[config.mk]
export PLATFORM = sky130hd
export DESIGN_NAME = mux8_scan_sequencer
export DESIGN_NICKNAME = d
export VERILOG_FILES = /design/src/rtl/mux8_scan_sequencer.sv
export SDC_FILE = /design/constraint.sdc
export NUM_CORES = 1
export LEC_CHECK = 0
export ABC_AREA = 1
export ABC_CLOCK_PERIOD_IN_PS = 3250
export CAP_MARGIN = 20
export CORE_MARGIN = 10
export CORE_UTILIZATION = 40
export CTS_CLUSTER_DIAMETER = 80
export DETAILED_ROUTE_END_ITERATION = 12
export PLACE_DENSITY = 0.73
export SLEW_MARGIN = 5
export SYNTH_ARGS = -nofsm -noshare
export SYNTH_HDL_FRONTEND = slang
export SYNTH_SLANG_ARGS = --single-unit
[constraint.sdc]
create_clock -name clk -period 3.25 [get_ports clk]
set_input_delay 0.975 -clock clk [delete_from_list [all_inputs] [get_ports clk]]
set_output_delay 0.975 -clock clk [all_outputs]
set_load 0.02 [all_outputs]
[src/rtl/mux8_scan_sequencer.sv]
// Scan sequencer for an 8:1 active-low-enabled mux: walks the enabled channels in
// ascending order, samples the mux output after a settle delay, presents an 8-bit word.
module mux8_scan_sequencer #(
  parameter int unsigned SETTLE = 1,
  parameter int unsigned CNT_W  = 4
) (
  input  logic       clk,
  input  logic       rst_n,
  input  logic       start,
  input  logic       abort,
  input  logic [7:0] mask,
  output logic [2:0] sel,
  output logic       en_n,
  input  logic       mux_y,
  output logic [7:0] word,
  output logic       valid,
  input  logic       ready,
  output logic       busy
);

  localparam logic [CNT_W-1:0] CNT_LOAD = CNT_W'(SETTLE - 1);

  typedef enum logic [1:0] {
    ST_IDLE   = 2'd0,
    ST_SETTLE = 2'd1,
    ST_SAMPLE = 2'd2,
    ST_HOLD   = 2'd3
  } state_t;

  state_t           r_state;
  logic [7:0]       r_mask;
  logic [CNT_W-1:0] r_cnt;

  logic [2:0]       w_first_sel;
  logic [2:0]       w_next_sel;
  logic             w_next_any;

  // Lowest enabled channel of the incoming mask (used when a start is accepted)
  always_comb begin
    w_first_sel = 3'd0;
    for (int c = 7; c >= 0; c--) begin
      if (mask[c]) w_first_sel = 3'(c);
    end
  end

  // Next enabled channel strictly above the current select
  always_comb begin
    w_next_sel = 3'd0;
    w_next_any = 1'b0;
    for (int c = 7; c >= 0; c--) begin
      if (r_mask[c] && (c > int'(sel))) begin
        w_next_sel = 3'(c);
        w_next_any = 1'b1;
      end
    end
  end

  always_ff @(posedge clk or negedge rst_n) begin
    if (!rst_n) begin
      r_state <= ST_IDLE;
      r_mask  <= 8'd0;
      r_cnt   <= '0;
      sel     <= 3'd0;
      en_n    <= 1'b1;
      word    <= 8'd0;
      valid   <= 1'b0;
      busy    <= 1'b0;
    end else if (abort) begin
      r_state <= ST_IDLE;
      en_n    <= 1'b1;
      valid   <= 1'b0;
      word    <= 8'd0;
      busy    <= 1'b0;
    end else begin
      case (r_state)
        ST_IDLE: begin
          if (start) begin
            r_mask <= mask;
            word   <= 8'd0;
            busy   <= 1'b1;
            if (mask == 8'd0) begin
              r_state <= ST_HOLD;
            end else begin
              sel     <= w_first_sel;
              r_cnt   <= CNT_LOAD;
              en_n    <= 1'b0;
              r_state <= ST_SETTLE;
            end
          end
        end
        ST_SETTLE: begin
          if (r_cnt == '0) r_state <= ST_SAMPLE;
          else             r_cnt   <= r_cnt - CNT_W'(1);
        end
        ST_SAMPLE: begin
          word[sel] <= mux_y;
          if (w_next_any) begin
            sel     <= w_next_sel;
            r_cnt   <= CNT_LOAD;
            r_state <= ST_SETTLE;
          end else begin
            en_n    <= 1'b1;
            valid   <= 1'b1;
            r_state <= ST_HOLD;
          end
        end
        ST_HOLD: begin
          // An empty scan enters HOLD with valid low; it rises one cycle later
          if (valid && ready) begin
            valid   <= 1'b0;
            busy    <= 1'b0;
            r_state <= ST_IDLE;
          end else begin
            valid   <= 1'b1;
          end
        end
        default: r_state <= ST_IDLE;
      endcase
    end
  end

endmodule

==> summary.txt <==
Floorplanning
  • Die X: 83.4 µm
  • Starting Density: 42.6%
  • Die Y-Extent: 83.4 µm
  • Core area: 3770 µm²
  • # IOs: 28
  • Std cell rows: 22
  • Full die area: 6950 µm²

Worst setup path
  • Reg2reg end: en_n
  • Worst setup SP type: register
  • Worst Setup End Kind: output port
  • Worst Reg-to-Reg Cells: 7
  • R2R Path Start: r_state[0]
  • CP cell instances: clkdlybuf4s50_1
  • Crit path largest cell delay: 0.68 ns
  • CP required: 2.27 ns
  • Crit Path Class: register to output port
  • Crit path max-delay family: buffers and inverters
  • Slowest stage cell, crit path: clkdlybuf4s50_1
  • CP arrival: 1.50 ns
  • WP buf/inv: 1
  • R2R Setup Slk: 1.66 ns
  • Crit-path max FO: 10

Placed design
  • Pre-CTS setup slack: 0.628 ns
  • Routability cong.: 0.853
  • Placed cell count: 285
  • # port buffers: 27
  • Final HPWL DP: 2.83 mm

Clock network
  • CTS tree: done
  • Hold_buf cts: 0
  • Cts repair resizes: 0
  • Deepest clock path buffer count: 2
  • Clock buffer count from CTS: 3
  • Worst-path clk slew: 0.09 ns
  • Root Buffer: clkbuf_8
  • CTS sink count: 27
  • Clock Latency Late Sink: 0.27 ns
  • Post-CTS setup buffers: 0
  • CTS HTree Levels: 1

Timing
  • Tmin final: 2.47 ns
  • Clk_skew: 0.00249 ns
  • Post-route clock period utilization: 76.1%
  • Final Setup Violations: 0
  • FMAX: 404 MHz
  • Pins Over Slew Limit: 0
  • Actual slew at the worst max-slew pin: 0.401 ns
  • RSZ-0062 raised after global routing: false
  • TNS Setup: 0 ns
  • Final hold viol count: 0
  • Slack of the critical path: 0.776 ns
  • Slew headroom: 73.2%

GRT
  • Largest net degree at the start of global routing: 28
  • First-pass GRT wire length: 6.20 mm
  • Overall Global Routing Usage: 10.0%
  • Gr ovfl total: 0
  • Vias in the first global route: 1365
  • Antenna violations before repair: 0

Power
  • Power Dens Cells: 779 nW/µm²
  • Power, Total: 1.53 mW
  • LEAKAGE: 0.935 nW
  • Max VDD drop: 0.000330 V

Yosys
  • Synth Warn #: 0
  • Post-synth top area cell: dfrtp_1
  • Top cell type's share of synthesized area: 40.5%
  • Syn_nets: 228
  • Post-Syn Instances: 212
  • Sequential-to-total area share from yosys stat: 42.1%
  • Register bit total from synthesis: 27
  • Mapped Area: 1610 µm²
  • Unique cell type count in the Yosys netlist: 31
  • Ranking of synthesized cells by area: dfrtp_1 40%, nand2_1 13%, inv_1 5.6%, o21ai_0 4.7%, nand3_1 4.0%
  • Avg Inst Size Synth: 7.58 µm²

Cells and area
  • Layout area overhead: 22.6%
  • Final Util: 52.2%
  • Layout Cells excl Fill: 289
  • Ratio of cells with drive above 1 in the final layout: 12.4%
  • Final Net Count: 258
  • Most common cell after layout, fill and taps aside: nand2_1
  • Diode count: 0
  • Commonest non-fill, non-tap cells in the layout: 57 x nand2_1, 27 x clkdlybuf4s50_1, 26 x dfrtp_1

Detailed routing
  • Pre-antenna DRT Iters: 4
  • Antenna Nets Post-Route: 0
  • Via count: 1474
  • Drt total wl: 3.53 mm
  • DR DRC count: 0
  • Number of DRC markers in iteration 0: 84
  • Post-DR wirelength/cell: 12.2 µm
  • Number of vias per cell: 5.10

Min path
  • Hold path depth: 2
  • Hold EP: en_n
  • HP Class: register to register
  • Hold path startpoint: en_n

Status
  • Status: complete, no violations

Flow run
  • Maxcap violations: 0
[where the power goes]
group,internal [mW],switching [mW],total (mW)
Combinational,0.307,0.459,0.766
Sequential,0.450,0.128,0.578
Clock,0.0879,0.102,0.189
Total,0.845,0.689,1.53
[cells by family (layout without fill, tap and decap cells)]
kind of cell	Yosys count	after routing	synth area share (%)
xor+xnor	1	1	0.545
flops	27	27	42.1
compound gates	38	38	14.7
mux	1	1	0.701
fa+ha+maj	2	2	1.56
simple gates	112	112	32.6
buf+inv	31	60	7.79
[worst reg2reg max path: cells and delay by family (launching register included)]
kind,cells,cell delay (ns)
AO/OA/AOI/OAI,1,0.05
buffers and inverters,1,0.31
flip-flops,1,0.50
AND/OR/NAND/NOR,5,0.68
[per-stage QoR]
step	instance area (µm²)	hold slack, ns
after CTS	1970	0.486
after global placement	1920	0.470
after floorplan	1610	0.453
after detailed placement	1920	0.471
final	1970	0.484
after global routing	1970	0.517
[registers in the layout, indices dropped and copies added (netlist names)]
register	count
word	8
valid	1
r_state	2
r_cnt	4
en_n	1
r_mask	7
sel	3
busy	1
[how the worst max path moves through the flow]
stage	endpoint	startpoint	cells past startpoint
2_1_floorplan	r_cnt[0]	abort	5
3_3_place_gp	word[2]	abort	5
3_5_place_dp	en_n	abort	8
4_1_cts	sel[0]	sel[0]	1
5_1_grt	en_n	abort	8
6_report	sel[0]	sel[0]	1
[cells in the mapped netlist]
cell,count
nand2_2,7
nand3_2,2
ha_1,2
a21oi_1,6
o21a_1,1
xnor2_1,1
dfrtp_1,26
nor2_1,14
buf_2,1
buf_6,1
nand3_1,13
inv_1,24
o22ai_1,1
or2_2,3
a32o_1,5
nand2_1,57
clkinv_1,1
nor2_4,1
nor2_2,4
mux2_2,1
nand3_4,1
nor3_1,6
nand4_1,4
dfstp_2,1
o31ai_1,1
o21ai_2,3
clkbuf_1,1
o21ai_1,3
o21ai_0,15
inv_2,3
a31oi_1,3
[area by class of cell]
cell class	instances	area, µm²
fillers	375	1800
clock buffers	4	45.0
inverters	28	105
well taps	48	60.1
multi-input cells	154	805
repair buffers	28	278
flip-flops and latches	27	677
[per-layer routing]
metal	vias up	GRT usage [%]	wire length, µm
met3	5	2.54	205
met5	-	0	0
li1	762	-	-
met1	677	13.0	1800
met4	0	4.15	59
met2	30	15.4	1460
No activity file was read; power rests on OpenSTA's default activity.
